$ cat config.mk
export PLATFORM = sky130hd
export DESIGN_NAME = alu_seq_n
export DESIGN_NICKNAME = d
export VERILOG_FILES = /design/src/rtl/alu_pkg.sv /design/src/rtl/alu_cond_eval.sv /design/src/rtl/alu_seq_n.sv
export SDC_FILE = /design/constraint.sdc
export NUM_CORES = 1
export LEC_CHECK = 0
export ABC_AREA = 1
export BUFFER_PORTS_ARGS = -buffer_cell sky130_fd_sc_hd__buf_2
export CAP_MARGIN = 20
export CORE_UTILIZATION = 50
export CTS_BUF_LIST = sky130_fd_sc_hd__clkbuf_8 sky130_fd_sc_hd__clkbuf_16
export DETAILED_ROUTE_END_ITERATION = 10
export PLACE_DENSITY = 0.69
export SLEW_MARGIN = 20
export SYNTH_ARGS = -nofsm -noshare
export SYNTH_HDL_FRONTEND = slang
export SYNTH_SLANG_ARGS = --single-unit
$ cat constraint.sdc
create_clock -name CLK -period 3.3 [get_ports CLK]
set_clock_uncertainty 0.2 [all_clocks]
set_input_delay 0.495 -clock CLK [delete_from_list [all_inputs] [get_ports CLK]]
set_output_delay 0.495 -clock CLK [all_outputs]
set_load 0.03 [all_outputs]
$ cat src/rtl/alu_pkg.sv
// Shared encodings for the sequential ALU: opcodes, condition codes,
// operand-2 shift modes, NZCV bit positions and the control-state type.
package alu_pkg;

  localparam logic [3:0] OP_ADD  = 4'h0;
  localparam logic [3:0] OP_SUB  = 4'h1;
  localparam logic [3:0] OP_MUL  = 4'h2;
  localparam logic [3:0] OP_ORR  = 4'h3;
  localparam logic [3:0] OP_AND  = 4'h4;
  localparam logic [3:0] OP_EOR  = 4'h5;
  localparam logic [3:0] OP_MOVI = 4'h6;
  localparam logic [3:0] OP_MOVR = 4'h7;
  localparam logic [3:0] OP_CMP  = 4'h8;
  localparam logic [3:0] OP_LDR  = 4'h9;
  localparam logic [3:0] OP_STR  = 4'hA;
  localparam logic [3:0] OP_NOP  = 4'hF;

  localparam logic [3:0] COND_EQ = 4'h0;
  localparam logic [3:0] COND_NE = 4'h1;
  localparam logic [3:0] COND_CS = 4'h2;
  localparam logic [3:0] COND_CC = 4'h3;
  localparam logic [3:0] COND_MI = 4'h4;
  localparam logic [3:0] COND_PL = 4'h5;
  localparam logic [3:0] COND_VS = 4'h6;
  localparam logic [3:0] COND_VC = 4'h7;
  localparam logic [3:0] COND_HI = 4'h8;
  localparam logic [3:0] COND_LS = 4'h9;
  localparam logic [3:0] COND_GE = 4'hA;
  localparam logic [3:0] COND_LT = 4'hB;
  localparam logic [3:0] COND_GT = 4'hC;
  localparam logic [3:0] COND_LE = 4'hD;
  localparam logic [3:0] COND_AL = 4'hE;
  localparam logic [3:0] COND_NV = 4'hF;

  localparam logic [2:0] SH_NONE = 3'd0;
  localparam logic [2:0] SH_LSR  = 3'd1;
  localparam logic [2:0] SH_LSL  = 3'd2;
  localparam logic [2:0] SH_ROR  = 3'd3;
  localparam logic [2:0] SH_ASR  = 3'd4;

  localparam int FLAG_N = 3;
  localparam int FLAG_Z = 2;
  localparam int FLAG_C = 1;
  localparam int FLAG_V = 0;

  typedef enum logic [1:0] {
    ST_IDLE = 2'd0,
    ST_MUL  = 2'd1,
    ST_HOLD = 2'd2
  } state_t;

  // Opcodes 0xB..0xE are unassigned.
  function automatic logic op_legal(input logic [3:0] op);
    return (op <= OP_STR) || (op == OP_NOP);
  endfunction

endpackage

$ cat src/rtl/alu_cond_eval.sv
// ARM-style condition evaluation against a committed NZCV value.
module alu_cond_eval
  import alu_pkg::*;
(
  input  logic [3:0] i_cond,
  input  logic [3:0] i_nzcv,
  output logic       o_met
);

  logic w_n, w_z, w_c, w_v;

  assign w_n = i_nzcv[FLAG_N];
  assign w_z = i_nzcv[FLAG_Z];
  assign w_c = i_nzcv[FLAG_C];
  assign w_v = i_nzcv[FLAG_V];

  // Decode the condition field into a pass/fail bit.
  always_comb begin
    o_met = 1'b0;
    case (i_cond)
      COND_EQ: o_met = w_z;
      COND_NE: o_met = ~w_z;
      COND_CS: o_met = w_c;
      COND_CC: o_met = ~w_c;
      COND_MI: o_met = w_n;
      COND_PL: o_met = ~w_n;
      COND_VS: o_met = w_v;
      COND_VC: o_met = ~w_v;
      COND_HI: o_met = w_c & ~w_z;
      COND_LS: o_met = ~w_c | w_z;
      COND_GE: o_met = (w_n == w_v);
      COND_LT: o_met = (w_n != w_v);
      COND_GT: o_met = ~w_z & (w_n == w_v);
      COND_LE: o_met = w_z | (w_n != w_v);
      COND_AL: o_met = 1'b1;
      default: o_met = 1'b0;
    endcase
  end

endmodule

$ cat src/rtl/alu_seq_n.sv
// Clocked, conditionally-executed ALU with valid/ready handshakes, an NZCV
// flags register, an iterative shift-add multiplier and an output hold buffer.
module alu_seq_n
  import alu_pkg::*;
#(
  parameter int WIDTH = 32,
  parameter int IMM_W = 16,
  parameter int SHW   = $clog2(WIDTH)
) (
  input  logic             CLK,
  input  logic             RESET,
  input  logic             IN_VALID,
  output logic             IN_READY,
  input  logic [3:0]       OPCODE,
  input  logic [3:0]       COND,
  input  logic             S,
  input  logic [2:0]       SHIFT_CTRL,
  input  logic [SHW-1:0]   SHAMT,
  input  logic [IMM_W-1:0] IM_VAL,
  input  logic [WIDTH-1:0] SR1,
  input  logic [WIDTH-1:0] SR2,
  output logic             OUT_VALID,
  input  logic             OUT_READY,
  output logic [WIDTH-1:0] RESULT,
  output logic             WB_EN,
  output logic             CND_MET,
  output logic             ILLEGAL,
  output logic [3:0]       NZCV
);

  localparam int CNT_W = $clog2(WIDTH + 1);
  localparam logic [CNT_W-1:0] CNT_LAST = CNT_W'(WIDTH);

  state_t r_state, w_state_nxt;

  logic [3:0]         r_nzcv;
  logic [WIDTH-1:0]   r_result;
  logic               r_wb_en;
  logic               r_cnd_met;
  logic               r_illegal;
  logic [CNT_W-1:0]   r_cnt;
  logic [WIDTH-1:0]   r_mcand;
  logic [2*WIDTH-1:0] r_acc;
  logic               r_mul_s;

  logic               w_met;
  logic               w_accept;
  logic               w_legal;
  logic               w_exec;
  logic               w_is_mul;
  logic               w_set_flags;
  logic [SHW-1:0]     w_rot_amt;
  logic [WIDTH-1:0]   w_op2;
  logic [WIDTH:0]     w_add;
  logic [WIDTH:0]     w_sub;
  logic [WIDTH-1:0]   w_alu_res;
  logic               w_alu_c;
  logic               w_alu_v;
  logic               w_alu_wb;
  logic [WIDTH:0]     w_mul_sum;
  logic [2*WIDTH-1:0] w_acc_nxt;
  logic               w_mul_done;

  alu_cond_eval u_cond (
    .i_cond (COND),
    .i_nzcv (r_nzcv),
    .o_met  (w_met)
  );

  assign IN_READY  = (r_state == ST_IDLE) | ((r_state == ST_HOLD) & OUT_READY);
  assign w_accept  = IN_VALID & IN_READY;
  assign OUT_VALID = (r_state == ST_HOLD);
  assign RESULT    = r_result;
  assign WB_EN     = r_wb_en;
  assign CND_MET   = r_cnd_met;
  assign ILLEGAL   = r_illegal;
  assign NZCV      = r_nzcv;

  // Instruction qualification: illegal, failed-condition and NOP all retire as bubbles.
  assign w_legal     = op_legal(OPCODE) & (SHIFT_CTRL <= SH_ASR);
  assign w_exec      = w_legal & w_met & (OPCODE != OP_NOP);
  assign w_is_mul    = w_exec & (OPCODE == OP_MUL);
  assign w_set_flags = w_exec & (S | (OPCODE == OP_CMP)) &
                       (OPCODE != OP_LDR) & (OPCODE != OP_STR) & (OPCODE != OP_MUL);

  // Rotation is taken modulo WIDTH so non-power-of-two widths still wrap.
  assign w_rot_amt = SHW'(int'(SHAMT) % WIDTH);

  // Operand-2 barrel shifter; a zero amount leaves SR2 untouched in every mode.
  always_comb begin
    w_op2 = SR2;
    case (SHIFT_CTRL)
      SH_LSR: w_op2 = SR2 >> SHAMT;
      SH_LSL: w_op2 = SR2 << SHAMT;
      SH_ROR: begin
        if (w_rot_amt != '0)
          w_op2 = (SR2 >> w_rot_amt) | (SR2 << (WIDTH - int'(w_rot_amt)));
      end
      SH_ASR: w_op2 = $unsigned($signed(SR2) >>> SHAMT);
      default: w_op2 = SR2;
    endcase
  end

  assign w_add = {1'b0, SR1} + {1'b0, w_op2};
  assign w_sub = {1'b0, SR1} + {1'b0, ~w_op2} + {{WIDTH{1'b0}}, 1'b1};

  // Single-cycle result, carry/overflow and writeback enable.
  always_comb begin
    w_alu_res = '0;
    w_alu_c   = 1'b0;
    w_alu_v   = 1'b0;
    w_alu_wb  = 1'b1;
    case (OPCODE)
      OP_ADD: begin
        w_alu_res = w_add[WIDTH-1:0];
        w_alu_c   = w_add[WIDTH];
        w_alu_v   = (SR1[WIDTH-1] == w_op2[WIDTH-1]) & (w_add[WIDTH-1] != SR1[WIDTH-1]);
      end
      OP_SUB, OP_CMP: begin
        w_alu_res = w_sub[WIDTH-1:0];
        w_alu_c   = w_sub[WIDTH];
        w_alu_v   = (SR1[WIDTH-1] != w_op2[WIDTH-1]) & (w_sub[WIDTH-1] != SR1[WIDTH-1]);
        w_alu_wb  = (OPCODE != OP_CMP);
      end
      OP_ORR:  w_alu_res = SR1 | w_op2;
      OP_AND:  w_alu_res = SR1 & w_op2;
      OP_EOR:  w_alu_res = SR1 ^ w_op2;
      OP_MOVI: w_alu_res = WIDTH'(IM_VAL);
      OP_MOVR: w_alu_res = w_op2;
      OP_LDR:  w_alu_res = SR1;
      OP_STR:  w_alu_res = w_op2;
      default: begin
        w_alu_res = '0;
        w_alu_wb  = 1'b0;
      end
    endcase
  end

  // Shift-add step: the upper half accumulates, the lower half holds the remaining multiplier bits.
  assign w_mul_sum  = {1'b0, r_acc[2*WIDTH-1:WIDTH]} + {1'b0, (r_acc[0] ? r_mcand : {WIDTH{1'b0}})};
  assign w_acc_nxt  = {w_mul_sum, r_acc[WIDTH-1:1]};
  assign w_mul_done = (r_cnt == CNT_LAST);

  // Control state register.
  always_ff @(posedge CLK or negedge RESET) begin
    if (!RESET) r_state <= ST_IDLE;
    else        r_state <= w_state_nxt;
  end

  // Next-state logic; the multiplier spends one extra cycle after the last step to commit.
  always_comb begin
    w_state_nxt = r_state;
    case (r_state)
      ST_IDLE: begin
        if (w_accept) w_state_nxt = w_is_mul ? ST_MUL : ST_HOLD;
      end
      ST_MUL: begin
        if (w_mul_done) w_state_nxt = ST_HOLD;
      end
      ST_HOLD: begin
        if (w_accept)       w_state_nxt = w_is_mul ? ST_MUL : ST_HOLD;
        else if (OUT_READY) w_state_nxt = ST_IDLE;
      end
      default: w_state_nxt = ST_IDLE;
    endcase
  end

  // Result, flags and multiplier registers; held untouched in HOLD until the next acceptance.
  always_ff @(posedge CLK or negedge RESET) begin
    if (!RESET) begin
      r_nzcv    <= '0;
      r_result  <= '0;
      r_wb_en   <= 1'b0;
      r_cnd_met <= 1'b0;
      r_illegal <= 1'b0;
      r_cnt     <= '0;
      r_mcand   <= '0;
      r_acc     <= '0;
      r_mul_s   <= 1'b0;
    end else if (r_state == ST_MUL) begin
      if (!w_mul_done) begin
        r_acc <= w_acc_nxt;
        r_cnt <= r_cnt + CNT_W'(1);
      end else begin
        r_result  <= r_acc[WIDTH-1:0];
        r_wb_en   <= 1'b1;
        r_cnd_met <= 1'b1;
        r_illegal <= 1'b0;
        r_cnt     <= '0;
        if (r_mul_s)
          r_nzcv <= {r_acc[WIDTH-1], (r_acc[WIDTH-1:0] == '0), 1'b0, (|r_acc[2*WIDTH-1:WIDTH])};
      end
    end else if (w_accept) begin
      r_cnd_met <= w_met;
      r_illegal <= ~w_legal;
      if (w_is_mul) begin
        r_mcand <= SR1;
        r_acc   <= {{WIDTH{1'b0}}, w_op2};
        r_cnt   <= '0;
        r_mul_s <= S;
        r_wb_en <= 1'b0;
      end else if (w_exec) begin
        r_result <= w_alu_res;
        r_wb_en  <= w_alu_wb;
        if (w_set_flags)
          r_nzcv <= {w_alu_res[WIDTH-1], (w_alu_res == '0), w_alu_c, w_alu_v};
      end else begin
        r_result <= '0;
        r_wb_en  <= 1'b0;
      end
    end
  end

endmodule

==> results of run 1 <==
## cells in the mapped netlist (5+ instances only)
cell	instances	area (um2)
a21oi_2	5	43.8
o21ai_0	187	936
nand3_2	13	130
a21boi_0	9	67.6
buf_4	10	75.1
buf_2	53	265
a21o_1	7	52.6
nand3b_1	6	45.0
a211oi_1	8	60.1
inv_1	367	1380
nor3_1	25	125
a31oi_1	55	344
nor2_1	320	1200
o22ai_1	35	219
nor2_2	8	50.1
a32o_1	5	50.1
o21bai_1	12	90.1
buf_6	8	90.1
dfrtp_1	144	3600
or2_2	7	43.8
o21ai_1	16	80.1
a21oi_1	182	911
ha_1	132	1650
o21a_1	13	97.6
nor4_1	14	87.6
clkbuf_1	73	274
a221oi_1	18	158
inv_2	20	75.1
nand2_1	1168	4380
nand2_2	25	156
nand3_1	569	2850
o211ai_1	21	158
buf_1	11	41.3
nand4_1	41	257
xor2_1	10	87.6
## stage by stage
| step | TNS [ns] | area [um2] | utilization | setup slack, ns | hold slack (ns) |
|---|---|---|---|---|---|
| floorplan | -18.33 | 21200 | - | -0.900 | -0.000591 |
| global placement | -51.55 | 28000 | 0.698 | -1.96 | 0.268 |
| detailed placement | -53.83 | 28000 | 0.698 | -2.02 | 0.269 |
| CTS | -18.73 | 31200 | 0.779 | -0.838 | 0.0461 |
## metal layers
layer  overflow  global-route usage
met1          2               0.754
met2         60               0.892
met3          3               0.573
met4         48               0.623
met5          0               0.212
## repair_timing
item / 4_1_cts
gates resized for setup: 534
gates cloned: 5
hold buffers: 1
endpoints found under the setup margin: 39
buffers inserted: 68
endpoints found under the hold margin: 59
pin swaps: 132
## logic make-up after synthesis
logic type	synth area share
and+or+nand+nor	0.460
AOI/OAI and AO/OA	0.165
buffers and inverters	0.110
DFF	0.176
adders and majority gates	0.0834
xor gates and xnor gates	0.00677
==> results.json, run 1 <==
{
  "pin_count": 142,
  "syn-cell-area_um2": 20500,
  "error": "[ERROR GRT-0232] Routing congestion too high. Check the congestion heatmap in the GUI.",
  "failed_stage": "global routing (5_1_grt)",
  "place.detailed.hpwl_um": 93300,
  "grt_max_degree": 62,
  "ys_seq_elements": 144,
  "rows": 73,
  "ys.flop_type": "dfrtp_1",
  "clock_sinks": 144,
  "overflow": 113,
  "place.port_buffers": 141,
  "ys_async_sr_fraction": 1.00,
  "crit_endpoint": "NZCV[2]$_DFFE_PN0P_/D",
  "cts_buffers": 17,
  "htreeDepth": 4,
  "fp.dieH_um": 205,
  "ys.warnings.count": 0,
  "grt_usage": 0.722,
  "root_buffer": "clkbuf_16",
  "synth_cell_types": 59,
  "gp_congestion": 1.23,
  "yosysSeqAreaShare": 0.176,
  "start_util": 0.512,
  "clockBufferDepth": 2,
  "syn_area_per_cell_um2": 5.64,
  "dpl.cell_count": 4955,
  "die_w_um": 205,
  "synth_edf_count": 0,
  "synthesis.nets": 3877,
  "outcome": "stopped before the end",
  "syn_inst": 3641,
  "worst-ep-kind": "register data pin"
}
==> run 2, diff against run 1 <==
--- a/config.mk
+++ b/config.mk
@@ -8,10 +8,9 @@
 export ABC_AREA = 1
 export BUFFER_PORTS_ARGS = -buffer_cell sky130_fd_sc_hd__buf_2
 export CAP_MARGIN = 20
-export CORE_UTILIZATION = 50
-export CTS_BUF_LIST = sky130_fd_sc_hd__clkbuf_8 sky130_fd_sc_hd__clkbuf_16
+export CORE_UTILIZATION = 35
 export DETAILED_ROUTE_END_ITERATION = 10
-export PLACE_DENSITY = 0.69
+export PLACE_DENSITY_LB_ADDON = 0.15
 export SLEW_MARGIN = 20
 export SYNTH_ARGS = -nofsm -noshare
 export SYNTH_HDL_FRONTEND = slang
==> results.json, run 2 <==
{
  "synth_cell_types": 59,
  "place.detailed.hpwl_um": 98400,
  "dieArea_um2": 59600,
  "ys_seq_elements": 144,
  "syn-cell-area_um2": 20500,
  "antenna_found_initial": 1,
  "wl_per_cell_um": 22.0,
  "syn_inst": 3641,
  "tightestPinTransition_ns": 0.704,
  "yosysMostFrequentCell": "nand2_1",
  "cts_tree": "built",
  "yosys.area.top_type": "nand2_1",
  "drv_cap": 0,
  "timing.rr.start": "r_acc[0]",
  "die_w_um": 244,
  "clkSlewWorstSetupHoldPaths_ns": 0.07,
  "slew_headroom": 0.529,
  "insertion_delay_ns": 0.49,
  "via_count": 30100,
  "routed_wl_um": 120000,
  "mostFrequentLayoutCell": "nand2_1",
  "path_common_cell": "nand2_1",
  "grt_max_degree": 52,
  "drc_errors": 0,
  "multi_input_area_um2": 18400,
  "finalCritPeriodShare": 1.33,
  "root_buffer": "clkbuf_16",
  "endpoint_kind": "flop",
  "cts_buffers": 17,
  "yosysSeqAreaShare": 0.176,
  "violations": "negative setup slack",
  "startpoint_type": "input pin",
  "diodes": 0,
  "areaGrowthSynthToFinish_pct": 67.4,
  "period_minus_slack_ns": 4.39,
  "rows": 88,
  "ff2ff_setup_slack_ns": 0.17,
  "crit_fanout": 4,
  "syn_area_per_cell_um2": 5.64,
  "drt_iter0_markers": 3323,
  "grt_pass1_wl_um": 176000,
  "netlist.area_leader.share": 0.214,
  "fin_ws_ns": -1.09,
  "hold_path.startpoint": "SR1[30]",
  "outcome": "finished, violations left",
  "finalSetupViolations": 35,
  "fillCellCount": 5886,
  "rsz0062_at_grt": "true",
  "drive_gt1_frac": 0.423,
  "grt_pass1_vias": 27900,
  "startpoint": "SHAMT[0]",
  "largest_register_ffs": 64,
  "clock_sinks": 144,
  "hold_viol": 0,
  "drv_slew": 0,
  "p_leak_nw": 17.7,
  "synthTopCellsByCount": "nand2_1, nand3_1, inv_1",
  "grt_usage": 0.393,
  "layout.area.seq_um2": 3600,
  "mostFrequentLayoutCells": "nand2_1, buf_4, nand3_1",
  "peakVddDrop_uv": 470,
  "coreArea_um2": 57800,
  "hp-class": "in -> reg",
  "via_per_inst": 5.51,
  "power_mw": 13.6,
  "overflow": 0,
  "max_freq_mhz": 228,
  "place.port_buffers": 141,
  "final_area_um2": 34400,
  "layout.nets": 4920,
  "fp.dieH_um": 244,
  "detail-route-antenna-nets": 0,
  "path_class": "in -> reg",
  "pin_count": 142,
  "clockBufferDepth": 2,
  "ys.flop_type": "dfrtp_1",
  "worstPathRequired_ns": 3.52,
  "crit_slowest_cell": "o21ai_4",
  "p_per_area_nw_per_um2": 396,
  "gp_congestion": 1.07,
  "dr.pass1.iters": 6,
  "largest-register": "r_acc",
  "synth_edf_count": 0,
  "ys.warnings.count": 0,
  "htreeDepth": 4,
  "ys_async_sr_fraction": 1.00,
  "place_area_um2": 29100,
  "slowest_delay_ns": 0.21,
  "start_util": 0.355,
  "synthesis.nets": 3877,
  "synth.area.top_cells": "nand2_1, dfrtp_1, nand3_1",
  "cp.arrival_ns": 4.62
}
-- run 2: cell counts after synthesis --
Identical to the previous run, type by type.
-- run 2: cell families after synthesis --
logic type,Yosys count,synth area share
simple gates,2211,0.460
flops,144,0.176
fa+ha+maj,135,0.0834
xor+xnor,15,0.00677
buf+inv,549,0.110
compound gates,587,0.165
-- run 2: final timing paths --
path	endpoint	cells past startpoint
setup / recovery	NZCV[2]	32
hold / removal	r_mcand[30]	3
setup reg to reg	r_acc[61]	15
hold reg to reg	RESULT[9]	2
max in group asynchronous	ILLEGAL	3
min in group asynchronous	r_mcand[4]	2
-- run 2: cell type report --
class / count / share of cell area
flip-flops and latches: 144 / 0.105
repair buffers: 1182 / 0.271
well taps: 765 / 0.0279
clock inverters: 12 / 0.00361
inverters: 391 / 0.0443
multi-input cells: 2948 / 0.535
clock buffers: 20 / 0.0133
-- run 2: per-stage QoR --
stage                      util  std cells  setup WS, ns  hold slack (ns)  TNS, ns
after CTS                 0.566       5418        -0.935            0.141   -19.62
final                     0.594       5462         -1.09            0.212   -22.78
after detailed placement  0.503       5301         -2.27            0.261   -56.82
after global placement    0.503       5301         -2.29            0.260   -57.31
after floorplan               -       3641        -0.900        -0.000591   -18.33
after global routing      0.594       5462         -1.19            0.233   -27.13
-- run 2: critical path: cells and delay by family --
family / cells / cell delay, ns
and+or+nand+nor: 17 / 1.98
AOI/OAI and AO/OA: 5 / 0.86
buffers and inverters: 7 / 0.73
adders and majority gates: 3 / 0.53
-- run 2: per-layer routing --
layer | track usage | vias to the layer above | part of all wire
li1 | - | 14200 | -
met1 | 0.554 | 14200 | 0.44
met2 | 0.599 | 1498 | 0.43
met3 | 0.0721 | 200 | 0.096
met4 | 0.126 | 0 | 0.036
met5 | 0 | - | 0
-- run 2: power by group --
part | switching (mW) | internal (mW)
Clock | 0.902 | 1.09
Combinational | 5.11 | 3.80
Sequential | 0.433 | 2.26
Total | 6.44 | 7.16
-- run 2: repair_timing --
action / 4_1_cts / 5_1_grt
pin swaps: 160 / 198
endpoints found under the setup margin: 35 / 49
hold endpoints to repair: 48 / 0
setup buffers: 82 / 47
gates resized for setup: 564 / 359
cloned: 4 / 0
hold buffers: 2 / 0
No activity file was read; power rests on OpenSTA's default activity.
